File: config.mk
export PLATFORM = sky130hd
export DESIGN_NAME = arm_pose_sequencer
export DESIGN_NICKNAME = d
export VERILOG_FILES = /design/src/rtl/arm_pose_sequencer.sv
export SDC_FILE = /design/constraint.sdc
export NUM_CORES = 1
export LEC_CHECK = 0
export BUFFER_PORTS_ARGS = -buffer_cell sky130_fd_sc_hd__buf_2
export CAP_MARGIN = 15
export CORE_MARGIN = 2
export CORE_UTILIZATION = 55
export DETAILED_ROUTE_END_ITERATION = 12
export PLACE_DENSITY = 0.74
export SETUP_SLACK_MARGIN = 0.15
export SLEW_MARGIN = 15
export SYNTH_ARGS = -nofsm -noshare
export SYNTH_HDL_FRONTEND = slang
export SYNTH_SLANG_ARGS = --single-unit
File: constraint.sdc
create_clock -name CLK -period 14.92 [get_ports CLK]
set_clock_uncertainty 0.15 [all_clocks]
set_input_delay 2.984 -clock CLK [delete_from_list [all_inputs] [get_ports CLK]]
set_output_delay 2.984 -clock CLK [all_outputs]
set_load 0.02 [all_outputs]
File: src/rtl/arm_pose_sequencer.sv
// arm_pose_sequencer: drives a programmable table of multi-channel servo poses
// out in order. It advances only after every channel reports at-target for a
// settle window that follows a blanking interval. It also owns the shared servo
// frame counter, loop mode, abort, and a per-pose settle timeout fault.
module arm_pose_sequencer #(
    parameter int N_CH           = 3,
    parameter int N_POSES        = 4,
    parameter int W              = 20,
    parameter int FRAME_CYC      = 2000000,
    parameter int BLANK_CYC      = 4,
    parameter int SETTLE_CYC     = 6,
    parameter int TIMEOUT_FRAMES = 100,
    parameter int PARK_POS       = 1,
    localparam int AW = (N_POSES > 1) ? $clog2(N_POSES) : 1,
    localparam int CW = (N_CH > 1) ? $clog2(N_CH) : 1
) (
    input  logic              CLK,
    input  logic              RST,
    input  logic              START,
    input  logic              LOOP,
    input  logic              ABORT,
    input  logic              WR_EN,
    input  logic [AW-1:0]     WR_ADDR,
    input  logic [CW-1:0]     WR_CH,
    input  logic [W-1:0]      WR_DATA,
    input  logic [N_CH-1:0]   FLAG,
    output logic [N_CH*W-1:0] DESIRED,
    output logic [27:0]       COUNT,
    output logic [AW-1:0]     STEP,
    output logic              BUSY,
    output logic              DONE,
    output logic              ERR
);

    localparam int BCW = (BLANK_CYC > 0) ? $clog2(BLANK_CYC + 1) : 1;
    localparam int SCW = (SETTLE_CYC > 0) ? $clog2(SETTLE_CYC + 1) : 1;
    localparam int TCW = (TIMEOUT_FRAMES > 0) ? $clog2(TIMEOUT_FRAMES + 1) : 1;

    localparam logic [W-1:0]   PARK_W     = W'(PARK_POS);
    localparam logic [27:0]    COUNT_LAST = 28'(FRAME_CYC - 1);
    localparam logic [AW-1:0]  STEP_LAST  = AW'(N_POSES - 1);
    localparam logic [BCW-1:0] BLANK_N    = BCW'(BLANK_CYC);
    localparam logic [SCW-1:0] SETTLE_N   = SCW'(SETTLE_CYC);
    localparam logic [TCW-1:0] TMO_LAST   = TCW'(TIMEOUT_FRAMES - 1);

    typedef enum logic [1:0] {
        ST_IDLE  = 2'd0,
        ST_RUN   = 2'd1,
        ST_FAULT = 2'd2
    } state_t;

    state_t              state_q, state_d;
    logic [27:0]         count_q, count_d;
    logic [AW-1:0]       step_q, step_d;
    logic [N_CH*W-1:0]   desired_q, desired_d;
    logic                busy_q, busy_d;
    logic                done_q, done_d;
    logic                err_q, err_d;
    logic                start_prev_q, start_prev_d;
    logic [BCW-1:0]      blank_q, blank_d;
    logic [SCW-1:0]      settle_q, settle_d;
    logic [TCW-1:0]      tmo_q, tmo_d;
    logic [W-1:0]        table_q [N_POSES][N_CH];
    logic [W-1:0]        table_d [N_POSES][N_CH];

    logic                start_edge_s;
    logic                frame_wrap_s;
    logic                all_flag_s;
    logic                wr_ok_s;
    logic                load_s;
    logic [AW-1:0]       load_idx_s;
    logic [SCW-1:0]      settle_inc_s;

    // Free-running frame counter and START edge history, independent of state.
    always_comb begin
        frame_wrap_s = (count_q == COUNT_LAST);
        if (frame_wrap_s) begin
            count_d = 28'd0;
        end else begin
            count_d = count_q + 28'd1;
        end
        start_edge_s = START & ~start_prev_q;
        start_prev_d = START;
    end

    // Pose table update; writes outside the table bounds are dropped.
    always_comb begin
        table_d = table_q;
        wr_ok_s = WR_EN && (int'(WR_ADDR) < N_POSES) && (int'(WR_CH) < N_CH);
        if (wr_ok_s) begin
            table_d[WR_ADDR][WR_CH] = WR_DATA;
        end else begin
            table_d = table_q;
        end
    end

    // Sequencer next-state: start, abort, timeout, settle tracking and advance.
    always_comb begin
        state_d      = state_q;
        step_d       = step_q;
        desired_d    = desired_q;
        done_d       = 1'b0;
        err_d        = err_q;
        blank_d      = blank_q;
        settle_d     = settle_q;
        tmo_d        = tmo_q;
        load_s       = 1'b0;
        load_idx_s   = step_q;
        all_flag_s   = &FLAG;
        settle_inc_s = settle_q + 1'b1;

        case (state_q)
            ST_IDLE, ST_FAULT: begin
                if (start_edge_s) begin
                    state_d    = ST_RUN;
                    step_d     = {AW{1'b0}};
                    err_d      = 1'b0;
                    load_s     = 1'b1;
                    load_idx_s = {AW{1'b0}};
                end else begin
                    state_d = state_q;
                end
            end
            ST_RUN: begin
                if (ABORT) begin
                    // Freeze STEP/DESIRED where they are; no DONE.
                    state_d = ST_IDLE;
                end else if (frame_wrap_s && (tmo_q == TMO_LAST)) begin
                    state_d = ST_FAULT;
                    err_d   = 1'b1;
                end else begin
                    if (frame_wrap_s) begin
                        tmo_d = tmo_q + 1'b1;
                    end else begin
                        tmo_d = tmo_q;
                    end
                    if (blank_q < BLANK_N) begin
                        // FLAG is still settling after the last load.
                        blank_d = blank_q + 1'b1;
                    end else if (all_flag_s) begin
                        if (settle_inc_s == SETTLE_N) begin
                            if (step_q != STEP_LAST) begin
                                step_d     = step_q + 1'b1;
                                load_s     = 1'b1;
                                load_idx_s = step_q + 1'b1;
                            end else if (LOOP) begin
                                step_d     = {AW{1'b0}};
                                load_s     = 1'b1;
                                load_idx_s = {AW{1'b0}};
                            end else begin
                                state_d = ST_IDLE;
                                done_d  = 1'b1;
                            end
                        end else begin
                            settle_d = settle_inc_s;
                        end
                    end else begin
                        settle_d = {SCW{1'b0}};
                    end
                end
            end
            default: begin
                state_d = ST_IDLE;
            end
        endcase

        // A load presents the selected pose and restarts the per-pose timers.
        if (load_s) begin
            for (int c = 0; c < N_CH; c++) begin
                desired_d[c*W +: W] = table_q[load_idx_s][c];
            end
            blank_d  = {BCW{1'b0}};
            settle_d = {SCW{1'b0}};
            tmo_d    = {TCW{1'b0}};
        end else begin
            desired_d = desired_q;
        end

        busy_d = (state_d == ST_RUN);
    end

    // State, counters, table and registered outputs with asynchronous reset.
    always_ff @(posedge CLK or posedge RST) begin
        if (RST) begin
            state_q      <= ST_IDLE;
            count_q      <= 28'd0;
            step_q       <= {AW{1'b0}};
            desired_q    <= {N_CH{PARK_W}};
            busy_q       <= 1'b0;
            done_q       <= 1'b0;
            err_q        <= 1'b0;
            start_prev_q <= 1'b0;
            blank_q      <= {BCW{1'b0}};
            settle_q     <= {SCW{1'b0}};
            tmo_q        <= {TCW{1'b0}};
            for (int p = 0; p < N_POSES; p++) begin
                for (int c = 0; c < N_CH; c++) begin
                    table_q[p][c] <= PARK_W;
                end
            end
        end else begin
            state_q      <= state_d;
            count_q      <= count_d;
            step_q       <= step_d;
            desired_q    <= desired_d;
            busy_q       <= busy_d;
            done_q       <= done_d;
            err_q        <= err_d;
            start_prev_q <= start_prev_d;
            blank_q      <= blank_d;
            settle_q     <= settle_d;
            tmo_q        <= tmo_d;
            table_q      <= table_d;
        end
    end

    assign DESIRED = desired_q;
    assign COUNT   = count_q;
    assign STEP    = step_q;
    assign BUSY    = busy_q;
    assign DONE    = done_q;
    assign ERR     = err_q;

endmodule
# [Word-level counts from Yosys, hierarchy flattened]
# Cells that the tools add are included.
[classes] n_lt_le_gt_ge=7 n_mul=0 n_addsub=5 shifts=0 bitwise=5 n_reduce_logical=15 eq_ne=14 div=0 mux=65
[ops] operator="240-bit bitwise mux" n=1
[ops] operator="60-bit 2-to-1 mux" n=3
[ops] operator="60-bit binary-select mux with 2-bit select" n=1
[ops] operator="60-bit demux with 2-bit select" n=1
[ops] operator="20-bit demux with 2-bit select" n=1
[ops] operator="3-bit 2-to-1 mux" n=12
[ops] operator="7-bit 2-to-1 mux" n=5
[ops] operator="2-bit 2-to-1 mux" n=16
[ops] operator="28-bit by 1-bit adder with 28-bit output (second input constant)" n=1
[ops] operator="28-bit by 21-bit equality test with 1-bit output (second input constant)" n=1
[ops] operator="28-bit 2-to-1 mux" n=1
[ops] operator="20-bit 2-to-1 mux" n=1
[ops] operator="1-bit 2-to-1 mux" n=19
[ops] operator="2-bit inequality test (second input constant)" n=6
[ops] operator="4-bit AND reduction" n=3
[ops] operator="3-bit greater-or-equal comparator (second input constant)" n=3
[ops] operator="2-bit NOT with 3-bit output" n=3
[ops] operator="2-bit case mux with 2 select lines" n=2
[ops] operator="2-bit nonzero test" n=4
[ops] operator="7-bit by 1-bit adder with 7-bit output (second input constant)" n=1
[ops] operator="7-bit equality test (second input constant)" n=1
[ops] operator="3-bit by 1-bit adder with 3-bit output (second input constant)" n=2
[ops] operator="3-bit by 1-bit less-than comparator with 1-bit output (second input constant)" n=2
[ops] operator="5-bit AND reduction" n=1
[ops] operator="other kinds (15)" n=20
[totals] rom_bits=0 latchBits=0 elab_cells=134 out_inout_bits=93 inputBits=33 ramBits=0 mem_count=0 reg_bits=349

# [Logic depth before layout (Yosys ltp)]
# Gate-level depths: netlist (run 1).
[depth] depth_word=12 mapped_depth=14 ltp_nobuf=10

# [Worst setup path after synthesis (run 1)]
# OpenSTA, ideal clock, no wires.
[synth_timing] kind="input to register" from="in ABORT" to="reg desired_q[18], in the netlist DESIRED[18]" setup_ns=0.096 t_arrival_ns=5.100 stages=10 required_ns=14.674 slack_ns=9.575 n_path_buf=3 cell_sequence="or4b_1 > or4_4 > o31a_1 > and2_1 > buf_6 > clkinv_4 > buf_12 > buf_8 > a211oi_2 > a311oi_2"
[synth_between] elab_chain_len=6 elab_cells_between_ends=8
[synth_rtl] element="from (decl)" line="21" source="input logic ABORT,"
[synth_rtl] element="2-bit 2-to-1 mux" line="125" source="if (ABORT) begin"
[synth_rtl] element="2-bit case mux with 2 select lines"
[synth_rtl] element="2-bit NOT with 3-bit output (implied by the code)" line="170" source="desired_d[c*W +: W] = table_q[load_idx_s][c];"
[synth_rtl] element="60-bit binary-select mux with 2-bit select" line="170"
[synth_rtl] element="60-bit 2-to-1 mux (2 in a row)"
[synth_rtl] element="to (signal assigned)" line="188" source="desired_q <= {N_CH{PARK_W}};"
[synth_rtl] element="to (signal assigned)" line="205" source="desired_q <= desired_d;"
[synth_rtl] element="to (decl)" line="55" source="logic [N_CH*W-1:0] desired_q, desired_d;"
# Parallel ways exist; a longest one is shown, timed or not. The select of a mux whose other input is x is not followed.
# A chain may end at the register's enable or synchronous reset.

# [Worst setup path in the final report (run 1)]
[layout_timing] from="in FLAG[2]" to="reg desired_q[43], in the netlist DESIRED[43]"
[layout_between] elab_chain_len=10 elab_cells_between_ends=15
[layout_rtl] element="from (decl)" line="26" source="input logic [N_CH-1:0] FLAG,"
[layout_rtl] element="3-bit AND reduction (*)" line="109" source="all_flag_s = &FLAG;"
[layout_rtl] element="2-bit 2-to-1 mux" line="140" source="end else if (all_flag_s) begin"
[layout_rtl] element="2-bit 2-to-1 mux" line="137" source="if (blank_q < BLANK_N) begin"
[layout_rtl] element="2-bit 2-to-1 mux" line="128" source="end else if (frame_wrap_s && (tmo_q == TMO_LAST)) begin"
[layout_rtl] element="2-bit 2-to-1 mux" line="125"
[layout_rtl] element="2-bit case mux with 2 select lines"
[layout_rtl] element="2-bit NOT with 3-bit output (implied by the code)" line="170"
[layout_rtl] element="60-bit binary-select mux with 2-bit select" line="170"
[layout_rtl] element="60-bit 2-to-1 mux (implied by the code) (2 in a row)" line="170"
# Mark *: on every way between the ends. The rest lies on a longest branch, timed or not. The select of a mux whose other input is x is not followed.

==> results of run 1 <==
-- sequential cells by signal, summed over array words and instances, names as in the netlist, 2 cells and up --
register	cells
state_q	2
STEP	2
tmo_q	7
COUNT	28
table_q	240
settle_q	3
DESIRED	60
blank_q	3
-- worst paths after layout --
| check | to | slack, ns | cells past startpoint |
|---|---|---|---|
| worst min register to register | table_q[229] | 0.35 | 1 |
| worst min-delay path | table_q[229] | 0.35 | 1 |
| worst max register to register | DESIRED[43] | 10.29 | 10 |
| max in group asynchronous | DESIRED[10] | 9.98 | 4 |
| worst max-delay path | DESIRED[43] | 8.48 | 10 |
| min in group asynchronous | settle_q[0] | 2.38 | 2 |
-- report_power, final --
part | internal [mW] | total [mW] | switching [mW]
combinational | 0.221 | 0.447 | 0.226
clock | 0.646 | 1.03 | 0.387
sequential | 1.15 | 1.26 | 0.113
-- cell families (layout without fill, tap and decap cells) --
| logic type | Yosys count | after routing |
|---|---|---|
| xor+xnor | 28 | 28 |
| flops | 349 | 349 |
| other cells | 0 | 1 |
| mux | 243 | 243 |
| buf+inv | 108 | 222 |
| fa+ha+maj | 6 | 6 |
| simple gates | 368 | 368 |
| compound gates | 154 | 154 |
-- cell usage in the layout, fill, tap and decap left out, drive strengths merged, types with 2 or more instances in the layout --
master    instances
nand2b            8
o31a              2
xor2             13
dfrtp           334
nor4              5
and3             67
bufinv            7
buf             145
nand2           139
a21oi             5
o21a              2
a311oi           60
clkinv           10
nor2b             5
clkinvlp          4
nand3b            2
and4              2
mux2            242
and2              7
xnor2            15
ha                6
o21ai            13
dfstp            15
nand3            13
nor2             90
nor3              6
nor3b             3
o2111ai           2
o31ai             2
o211ai            4
or4               6
nand4             5
a211oi           60
clkbuf           50
inv               6
or3               7
-- final cells by class --
| type | count | area (um^2) | share of cell area, % |
|---|---|---|---|
| diodes | 1 | 2.502 | 0.01387 |
| multi-input cells | 799 | 6589 | 36.51 |
| repair buffers | 145 | 788.3 | 4.368 |
| well taps | 384 | 480.5 | 2.662 |
| clock inverters | 20 | 285.3 | 1.581 |
| clock buffers | 50 | 1110 | 6.150 |
| flip-flops and latches | 349 | 8752 | 48.50 |
| inverters | 7 | 38.79 | 0.2149 |
-- per-layer routing --
layer	global-route usage, %	part of all wire [%]
met1	35.45	47
met2	39.46	46
met3	3.684	4.2
met4	7.808	2.6
met5	0	0
-- stage by stage --
step / worst slack [ns] / area, um^2 / hold WS [ns] / instances
2_1_floorplan: 2.132 / 15840 / 0.3194 / 1256
5_1_grt: 8.346 / 18050 / 0.3587 / 1755
6_report: 8.476 / 18050 / 0.3460 / 1755
3_3_place_gp: 8.138 / 16640 / 0.3287 / 1683
4_1_cts: 8.554 / 18040 / 0.3477 / 1754
3_5_place_dp: 8.101 / 16650 / 0.3339 / 1684
-- critical path: stages --
cell and delay (ns):
buf_2 0.09, nand4_1 0.11, or4_1 0.66, o211ai_1 0.21
o31a_2 0.16, buf_4 0.53, and2_2 0.32, clkinv_4 0.77
a211oi_1 0.64, a311oi_2 0.10
==> metrics.md, run 1 <==
| Metric | Value |
|---|---|
| Element type at the critical path start | input pin |
| Adder-Cell Fraction of Synth Area | 0.4739% |
| DR iter-0 viols | between 600 and 700 |
| Die X-Extent | about 170 um |
| Crit path max fanout | 121 |
| Flops & latches, synth | 349 |
| Seq/Total Area, Yosys | a little under three fifths |
| Detailed placement HPWL | between 20000 and 25000 um |
| Synth Area in Compound Gates | a little over a tenth |
| Hold Path Class | reg2reg |
| Hold Crit Start | table_q[229] |
| Synth async-reset ratio | 100.0% |
| Post-synthesis mux area share | between 15 and 20% |
| Worst r2r src | settle_q[0] |
| Area growth, synth to finish | 13.91% |
| Clk sinks | roughly 350 |
| Post-synth net total | 1295 |
| Worst Path Arrival | between 6 and 7 ns |
| Final Critical Period | around 6.4 ns |
| Post-Route Utilization | 63.21% |
| Max Root-Sink Buffers | 3 |
| Top-count cell post-synth | dfrtp_1 |
| Die Ht | between 150 and 200 um |
| Unique masters post-synth | 53 |
| Mapped Cells | around 1300 |
| Final GP Congestion | 0.8050 |
| Vias in the first global route | between 10000 and 15000 |
| Lkg Pwr | between 7 and 8 nW |
| Avg Vias per Cell | slightly below 6 |
| Mapped Area | approximately 16000 um^2 |
| CTS tree | built |
| H-tree levels | 2 |
| Total grt overflow | 0 |
| Combinational family with the most area after synthesis | multiplexers |
| Fin. max-slew vios | 0 |
| Site Rows | a little over 60 |
| Gr usage total | 24.81% |
| Via Count | a little over 10000 |
| Max frequency | 155.2 MHz |
| First-pass GRT wire length | ~59000 um |
| DRT antenna net count | 0 |
| Post-synthesis xor/xnor area fraction | about 1.5% |
| Setup crit start | FLAG[2] |
| RSZ-0062 raised after global routing | false |
| Final Hold Violating Endpoints | 0 |
| Initial Util | between 50 and 60% |
| Endpoint class of the critical path | register |
| Maximum vdd ir drop | ~0.00009 V |
| Total of max-cap violations | 0 |
| Post-CTS sizing | 0 |
| First-pass detailed-route iteration total | 5 |
| IO buf count | around 130 |
| Worst skew pair latency | 0.52 ns |
| Final setup vio count | 0 |
| DRC viols | 0 |
| Initial antenna violation count | 1 |
| Ratio of cells with drive above 1 in the final layout | between 40% and 50% |
| Fin nets | 1379 |
| Final period util | 43.19% |
| Outcome | finished clean |
| PwrDens | approximately 150 nW/um^2 |
| Prevailing post-synth register cell | dfrtp_1 |
| Reg clk slew, reported paths | around 0.060 ns |
| Max_slew headroom | 24.21% |
| Critical Path RT | 15.13 ns |
| Fillers | roughly 2200 |
| Die area | between 30000 and 40000 um^2 |
| I/O pin count | 126 |
| Setup TNS | 0 ns |
| Syn. warnings | 0 |
| Critical path class | in2reg |
| Core Region | between 20000 and 30000 um^2 |
| Post-synth top area share | between 50% and 60% |
| Largest area contributor in the netlist | dfrtp_1 |
| Number of synthesized flops with an enable pin | 0 |
| Pwr Total | roughly 2.7 mW |
| Setup bufs post-CTS | 0 |
| Top cells by area, synth | dfrtp_1 53%, mux2_2 17%, a311oi_2 5.7%, nand2_1 3.3%, and3_1 2.6% |
| Hold Buf Count CTS | 0 |
| Simple logic cell fraction of the synthesized area | between 10% and 20% |
| Clk root buf | clkbuf_16 |
| Syn avg cell area | about 13 um^2 |
| Worst-margin pin slew | 1.134 ns |
| Largest net degree at the start of global routing | around 180 |
| DRT Wirelength | between 30000 and 40000 um |
| Num CTS Buffers | 38 |
| Wire per inst | 21.05 um |
| List of most frequent post-synthesis cells | 334 x dfrtp_1, 242 x mux2_2, 139 x nand2_1 |
No activity file was read; power rests on OpenSTA's default activity.
==> inputs of run 2 (changes only) <==
--- a/config.mk
+++ b/config.mk
@@ -8,9 +8,9 @@
 export BUFFER_PORTS_ARGS = -buffer_cell sky130_fd_sc_hd__buf_2
 export CAP_MARGIN = 15
 export CORE_MARGIN = 2
-export CORE_UTILIZATION = 55
+export CORE_UTILIZATION = 54
 export DETAILED_ROUTE_END_ITERATION = 12
-export PLACE_DENSITY = 0.74
+export PLACE_DENSITY = 0.76
 export SETUP_SLACK_MARGIN = 0.15
 export SLEW_MARGIN = 15
 export SYNTH_ARGS = -nofsm -noshare
==> constraint.sdc (replaced) <==
create_clock -name CLK -period 5.4 [get_ports CLK]
set_clock_uncertainty 0.15 [all_clocks]
set_input_delay 1.08 -clock CLK [delete_from_list [all_inputs] [get_ports CLK]]
set_output_delay 1.08 -clock CLK [all_outputs]
set_load 0.02 [all_outputs]
==> run 2 against run 1 <==
- global-route usage fell by 0.50 points
- flip-flop and latch count did not move
- via count rose by 0.64%
- sequential power rose to 2.8 times the previous value
- largest cell class unchanged
- highest routed layer unchanged
==> metrics.md, run 2 (synthesis gave the netlist of run 1 again) <==
| Metric | Value |
|---|---|
| Worst R2R Setup Slack | 1.60 ns (-8.69 ns) |
| H-tree levels | 2 (unchanged) |
| Max_slew headroom | 18.46% (-5.7 points) |
| Worst-margin pin slew | 1.223 ns (+0.08892 ns) |
| Crit path max fanout | 23 (-81%) |
| Core Region | 28780 um^2 (+0.82%) |
| DR iter-0 viols | 708 (+3.5%) |
| Met3 usage | 3.658% (-0.026 points) |
| Most flops, register | table_q |
| DRC viols | 0 (unchanged) |
| RSZ-0062 raised after global routing | false |
| Initial Util | 55.05% (-0.45 points) |
| Critical path class | reg2reg |
| IO buf count | 125 (unchanged) |
| Worst skew pair latency | 0.53 ns (about the same) |
| Number of flip-flops in the largest register | 240 (unchanged) |
| Hold Path Class | reg2reg |
| Clk root buf | clkbuf_16 |
| Final GP Congestion | 0.8258 (+2.6%) |
| Element type at the critical path start | register |
| PwrDens | 404.7 nW/um^2 (+170%) |
| Gate power share | 17.0% (+0.7 points) |
| Endpoint class of the critical path | register |
| DRT Wirelength | 37060 um (+0.31%) |
| Gr usage total | 24.31% (-0.50 points) |
| Pwr Total | 7.247 mW (+160%) |
| Avg Vias per Cell | 5.967 (+0.82%) |
| Post-CTS sizing | 0 (unchanged) |
| Final Hold Violating Endpoints | 0 (unchanged) |
| Detailed placement HPWL | 21830 um (+5.5%) |
| Critical Path RT | 5.67 ns (-9.46 ns) |
| Area growth, synth to finish | 13.03% |
| Sw Ratio | 27.15% (+0.71 points) |
| Outcome | finished clean |
| Die X-Extent | 175.3 um (+0.90%) |
| Commonest non-fill, non-tap cell in the layout | dfrtp_1 |
| Maximum vdd ir drop | 0.0003515 V (+300%) |
| Total grt overflow | 0 (unchanged) |
| Max frequency | 262.9 MHz |
| Fin nets | 1381 (+0.15%) |
| Via Count | 10460 (+0.64%) |
| Worst Path Arrival | 4.08 ns (-2.57 ns) |
| Setup bufs post-CTS | 0 (unchanged) |
| Final Critical Period | approximately 3.8 ns |
| Clock power share | 34.8% (-2.9 points) |
| Hold depth | 1 (unchanged) |
| Max Root-Sink Buffers | 3 (unchanged) |
| Site Rows | 62 (unchanged) |
| R2r worst-path depth | 8 (-2) |
| Die area | 30720 um^2 (+1.8%) |
| Final setup vio count | 0 (unchanged) |
| First-pass detailed-route iteration total | 5 (unchanged) |
| Final period util | 70.44% |
| Initial antenna violation count | 0 (-1) |
| Reg clk slew, reported paths | 0.06 ns (about the same) |
| Hold Slack | 0.3451 ns (-0.0009570 ns) |
| Pint | 5.279 mW (+160%) |
| Lkg Pwr | 7.841 nW (-1.0%) |
| DRT antenna net count | 0 (unchanged) |
| Sequential Power Share | 48.2% (+2.2 points) |
| First-pass GRT wire length | 59240 um (-0.31%) |
| Ratio of cells with drive above 1 in the final layout | 41.45% (-0.52 points) |
| Total of max-cap violations | 0 (unchanged) |
| Num CTS Buffers | 38 (unchanged) |
| Fin. max-slew vios | 0 (unchanged) |
| Global routing usage on met1 | 34.15% (-1.3 points) |
| Most frequent cells in the layout | 334 x dfrtp_1, 242 x mux2_2, 139 x nand2_1 |
| CTS tree | built |
| Antenna Cells | 0 (-1) |
| Busiest grt layer | met2 |
| Hold Buf Count CTS | 0 (unchanged) |
| Largest net degree at the start of global routing | 136 (-25%) |
| M2 GR Usage | 39.16% (-0.30 points) |
| I/O pin count | 126 (unchanged) |
| Sw Pwr | 1.968 mW (+170%) |
| Vias in the first global route | 10770 (+0.82%) |
| Wire per inst | 21.15 um (+0.48%) |
| Clk sinks | 349 (unchanged) |
| Die Ht | 175.3 um (+0.90%) |
run 2: critical path, cell delays in order (launching register included):
cell and delay, ns:
dfrtp_1 0.43, nor4_1 0.37, nand4_1 0.38, nor4_4 0.64
o31a_1 0.38, or2_2 0.50, buf_4 0.45, a211oi_1 0.11
a311oi_2 0.27
run 2: layout make-up:
| type | instances | area (um^2) |
|---|---|---|
| fill | 2205 | 10870 |
| timing repair buffer | 147 | 828.3 |
| inverter | 7 | 35.03 |
| sequential | 349 | 8752 |
| clock buffer | 56 | 1080 |
| tap | 384 | 480.5 |
| clock inverter | 10 | 125.1 |
| multi-input combinational | 799 | 6606 |
run 2: power groups by stage:
stage	sequential [mW]	combinational, mW	clock, mW
after global routing	3.55	1.35	2.66
final	3.49	1.23	2.52
after CTS	3.49	1.25	2.56
after floorplan	3.57	0.834	0
after global placement	3.50	1.20	0
after detailed placement	3.52	1.24	0
run 2: path summary, 6_finish.rpt:
| path | from | end |
|---|---|---|
| hold / removal | table_q[233] | table_q[233] |
| min in group asynchronous | RST | DESIRED[2] |
| max in group asynchronous | RST | table_q[38] |
| hold reg to reg | table_q[233] | table_q[233] |
| setup / recovery | COUNT[24] | DESIRED[56] |
| setup reg to reg | COUNT[24] | DESIRED[56] |
run 2: per-layer routing:
metal | routed length [um] | up-vias
met5 | 0 | -
met4 | 884 | 0
li1 | - | 4683
met2 | 17420 | 272
met1 | 17050 | 5433
met3 | 1706 | 67
run 2: metrics by stage:
step	setup TNS, ns	instances	worst slack (ns)	instance area (um^2)	util, %
floorplan	-163.72	1256	-0.4902	15850	-
global placement	0	1686	1.225	16690	58.01
detailed placement	0	1686	1.151	16690	58.01
CTS	0	1752	1.571	17900	62.19
global route	0	1752	1.377	17910	62.22
finish	0	1752	1.596	17910	62.22
==> inputs of run 3 (changes only) <==
--- a/config.mk
+++ b/config.mk
@@ -5,12 +5,13 @@
 export SDC_FILE = /design/constraint.sdc
 export NUM_CORES = 1
 export LEC_CHECK = 0
+export ABC_AREA = 1
 export BUFFER_PORTS_ARGS = -buffer_cell sky130_fd_sc_hd__buf_2
 export CAP_MARGIN = 15
 export CORE_MARGIN = 2
-export CORE_UTILIZATION = 54
+export CORE_UTILIZATION = 55
 export DETAILED_ROUTE_END_ITERATION = 12
-export PLACE_DENSITY = 0.76
+export PLACE_DENSITY = 0.74
 export SETUP_SLACK_MARGIN = 0.15
 export SLEW_MARGIN = 15
 export SYNTH_ARGS = -nofsm -noshare
==> constraint.sdc (replaced) <==
create_clock -name CLK -period 3.5 [get_ports CLK]
set_clock_uncertainty 0.15 [all_clocks]
set_input_delay 0.7 -clock CLK [delete_from_list [all_inputs] [get_ports CLK]]
set_output_delay 0.7 -clock CLK [all_outputs]
set_load 0.02 [all_outputs]
==> run 3 against run 2 <==
- flip-flop and latch count is the same
- fmax grew 26%
- combinational power grew to 3.0 times the previous value
- synthesized area grew 8.3%
- die area grew 6.2%
- largest power group unchanged
- non-clock buffer count grew 12
- highest routed layer unchanged
- final cell count grew 53%
==> metrics.md, run 3 <==
| Metric | Value |
|---|---|
| Maximum vdd ir drop | 0.0003816 V (+8.6%) |
| Prevailing post-synth register cell | dfrtp_1 |
| DR iter-0 viols | 1391 (+96%) |
| CTS tree | built |
| First-pass GRT wire length | 74490 um (+26%) |
| Critical path class | reg2reg |
| Most flops, register | table_q |
| Hold Path Class | in2reg |
| Initial Util | 55.94% (+0.89 points) |
| Placed cell count | 2610 (+55%) |
| Worst R2R Setup Slack | 0.49 ns (-1.10 ns) |
| Fin. max-slew vios | 0 (unchanged) |
| Core Region | 30670 um^2 (+6.6%) |
| Setup TNS | 0 ns (unchanged) |
| Die Ht | 180.6 um (+3.0%) |
| Avg Vias per Cell | 5.459 (-8.5%) |
| Number of synthesized flops with an enable pin | 0 (unchanged) |
| Hold depth | 1 (unchanged) |
| Num CTS Buffers | 38 (unchanged) |
| Largest net degree at the start of global routing | 138 (+1.5%) |
| Gr usage total | 28.06% (+3.7 points) |
| Max frequency | 332.5 MHz (+26%) |
| Max Root-Sink Buffers | 3 (unchanged) |
| Wire per inst | 16.73 um (-21%) |
| Die area | 32620 um^2 (+6.2%) |
| Area growth, synth to finish | 12.87% |
| Ratio of cells with drive above 1 in the final layout | 14.56% (-27 points) |
| Mapped Cells | 2177 (+73%) |
| Post-CTS sizing | 0 (unchanged) |
| Max_slew headroom | 40.60% (+22 points) |
| Fin nets | 2293 (+66%) |
| Sequential Area | 8752 um^2 (unchanged) |
| Min-Delay Endpoint | start_prev_q |
| Multi-input logic area | 6516 um^2 (-1.4%) |
| Hold Slack | 0.1485 ns (-0.1966 ns) |
| IO buf count | 125 (unchanged) |
| Cell Area, Placed | 18030 um^2 (+8.0%) |
| Final Hold Violating Endpoints | 0 (unchanged) |
| I/O pin count | 126 (unchanged) |
| Synth async-reset ratio | 100.0% (unchanged) |
| Worst Slack Setup Final | 0.4926 ns (-1.104 ns) |
| Total grt overflow | 0 (unchanged) |
| Hold Crit Start | START |
| H-tree levels | 2 (unchanged) |
| DRT antenna net count | 0 (unchanged) |
| Worst skew pair latency | 0.53 ns (about the same) |
| Final period util | 85.93% (+15 points) |
| Top cells by area, synth | dfrtp_1 49%, nand2_1 14%, nand3_1 7.9%, o21ai_0 7.4%, inv_1 7.1% |
| Via Count | 14610 (+40%) |
| Clock power share | 31.2% (-3.6 points) |
| Sw Pwr | 4.575 mW (+130%) |
| Detailed placement HPWL | 28070 um (+29%) |
| Initial antenna violation count | 1 (+1) |
| Sw Ratio | 33.87% (+6.7 points) |
| Reg clk slew, reported paths | 0.06 ns (about the same) |
| Clk sinks | 349 (unchanged) |
| Final GP Congestion | 0.8859 (+7.3%) |
| Gate power share | 27.3% (+10 points) |
| PwrDens | 697.7 nW/um^2 (+72%) |
| Unique masters post-synth | 39 (-26%) |
| Worst Path Arrival | 3.31 ns (-0.77 ns) |
| Post-synth top area share | 48.72% (-4.0 points) |
| Fin cells | 2677 (+53%) |
| Most frequent cells in the layout | 624 x nand2_1, 334 x dfrtp_1, 325 x inv_1 |
| Worst r2r src | COUNT[0] |
| Outcome | finished clean |
| Vias in the first global route | 14210 (+32%) |
| Hold Buf Count CTS | 0 (unchanged) |
| Number of flip-flops in the largest register | 240 (unchanged) |
| Top-count cell post-synth | nand2_1 |
| Largest area contributor in the netlist | dfrtp_1 |
| Endpoint class of the critical path | register |
| Reg2reg end | DESIRED[53] |
| DRT Wirelength | 44780 um (+21%) |
| Syn avg cell area | 7.880 um^2 (-38%) |
| Commonest non-fill, non-tap cell in the layout | nand2_1 |
| Final setup vio count | 0 (unchanged) |
| Sequential Power Share | 41.5% (-6.7 points) |
| Site Rows | 64 (+3.2%) |
| Critical Path RT | 3.80 ns (-1.87 ns) |
| Mapped Area | 17160 um^2 (+8.3%) |
| Clk root buf | clkbuf_16 |
| Element type at the critical path start | register |
| R2r worst-path depth | 16 (+8) |
| Setup bufs post-CTS | 0 (unchanged) |
| RSZ-0062 raised after global routing | false |
| Post-place setup slack | 0.4341 ns (-0.7170 ns) |
| Flops & latches, synth | 349 (unchanged) |
| Worst-margin pin slew | 0.8870 ns (-0.3360 ns) |
| First-pass detailed-route iteration total | 6 (+1) |
| Final Critical Period | 3.007 ns (-0.7965 ns) |
| DRC viols | 0 (unchanged) |
| Pint | 8.934 mW (+69%) |
| List of most frequent post-synthesis cells | 626 x nand2_1, 334 x dfrtp_1, 326 x inv_1 |
| Crit path max fanout | 36 (+57%) |
| Lkg Pwr | 10.16 nW (+30%) |
| Syn. warnings | 0 (unchanged) |
| Post-synth net total | 2216 (+71%) |
| Die X-Extent | 180.6 um (+3.0%) |
| Final instance area | 19360 um^2 (+8.1%) |
| Setup crit start | COUNT[0] |
| Fillers | 2647 (+20%) |
| Seq/Total Area, Yosys | 51.02% (-4.2 points) |
| Total of max-cap violations | 0 (unchanged) |
run 3: power groups by stage:
stage / Sequential, mW / Clock, mW / Combinational, mW
finish: 5.61 / 4.22 / 3.68
global placement: 5.62 / 0 / 3.58
floorplan: 5.91 / 0 / 2.33
CTS: 5.60 / 4.28 / 3.70
detailed placement: 5.65 / 0 / 3.68
global route: 5.72 / 4.44 / 4.18
run 3: worst max-delay path by stage:
stage / endpoint / slack, ns / cells past startpoint
after detailed placement: DESIRED[53] / 0.43 / 14
final: DESIRED[53] / 0.49 / 16
after global routing: DESIRED[46] / 0.27 / 16
after global placement: DESIRED[53] / 0.53 / 14
after CTS: DESIRED[53] / 0.50 / 16
after floorplan: BUSY / -2.01 / 1
run 3: cell families (layout without fill, tap and decap cells):
group | Yosys count | after routing | share of synthesized area (%)
AO/OA/AOI/OAI | 285 | 285 | 8.460
XOR/XNOR | 9 | 9 | 0.4595
adder cells (fa/ha/maj) | 6 | 6 | 0.4376
buffers and inverters | 461 | 564 | 11.22
flip-flops | 349 | 349 | 51.02
multiplexers | 1 | 1 | 0.06564
other | 0 | 1 | 0
AND/OR/NAND/NOR | 1066 | 1066 | 28.34
run 3: routing by layer:
layer	GRT usage [%]	routed length, um	up-vias	part of all wire, %
li1	-	-	6987	-
met1	39.15	19510	6944	44
met2	44.58	20310	594	45
met3	4.628	3661	89	8.2
met4	10.19	1300	0	2.9
met5	0	0	-	0
run 3: layout make-up:
type,count,area share (%)
clock inverters,13,0.9047
diodes,1,0.01292
flip-flops and latches,349,45.20
inverters,339,6.591
well taps,396,2.559
clock buffers,53,5.945
multi-input cells,1367,33.65
repair buffers,159,5.131
run 3: worst max-delay path, cell delays in order (launching register included):
cell and delay, ns:
dfrtp_1 0.38, ha_1 0.23, nand3_2 0.13, nor2_4 0.13
nand2_4 0.09, nor2_4 0.12, nand3_2 0.11, nand2_2 0.10
inv_2 0.05, nand3_1 0.07, nand2_2 0.07, inv_2 0.59
buf_4 0.35, nand3_1 0.09, nand2_1 0.10, nand2_1 0.06
nand2_1 0.07
run 3: stage by stage:
step,utilization [%],power (mW)
floorplan,-,8.243
global placement,58.80,9.205
detailed placement,58.80,9.322
CTS,63.12,13.58
global route,63.13,14.34
finish,63.13,13.51
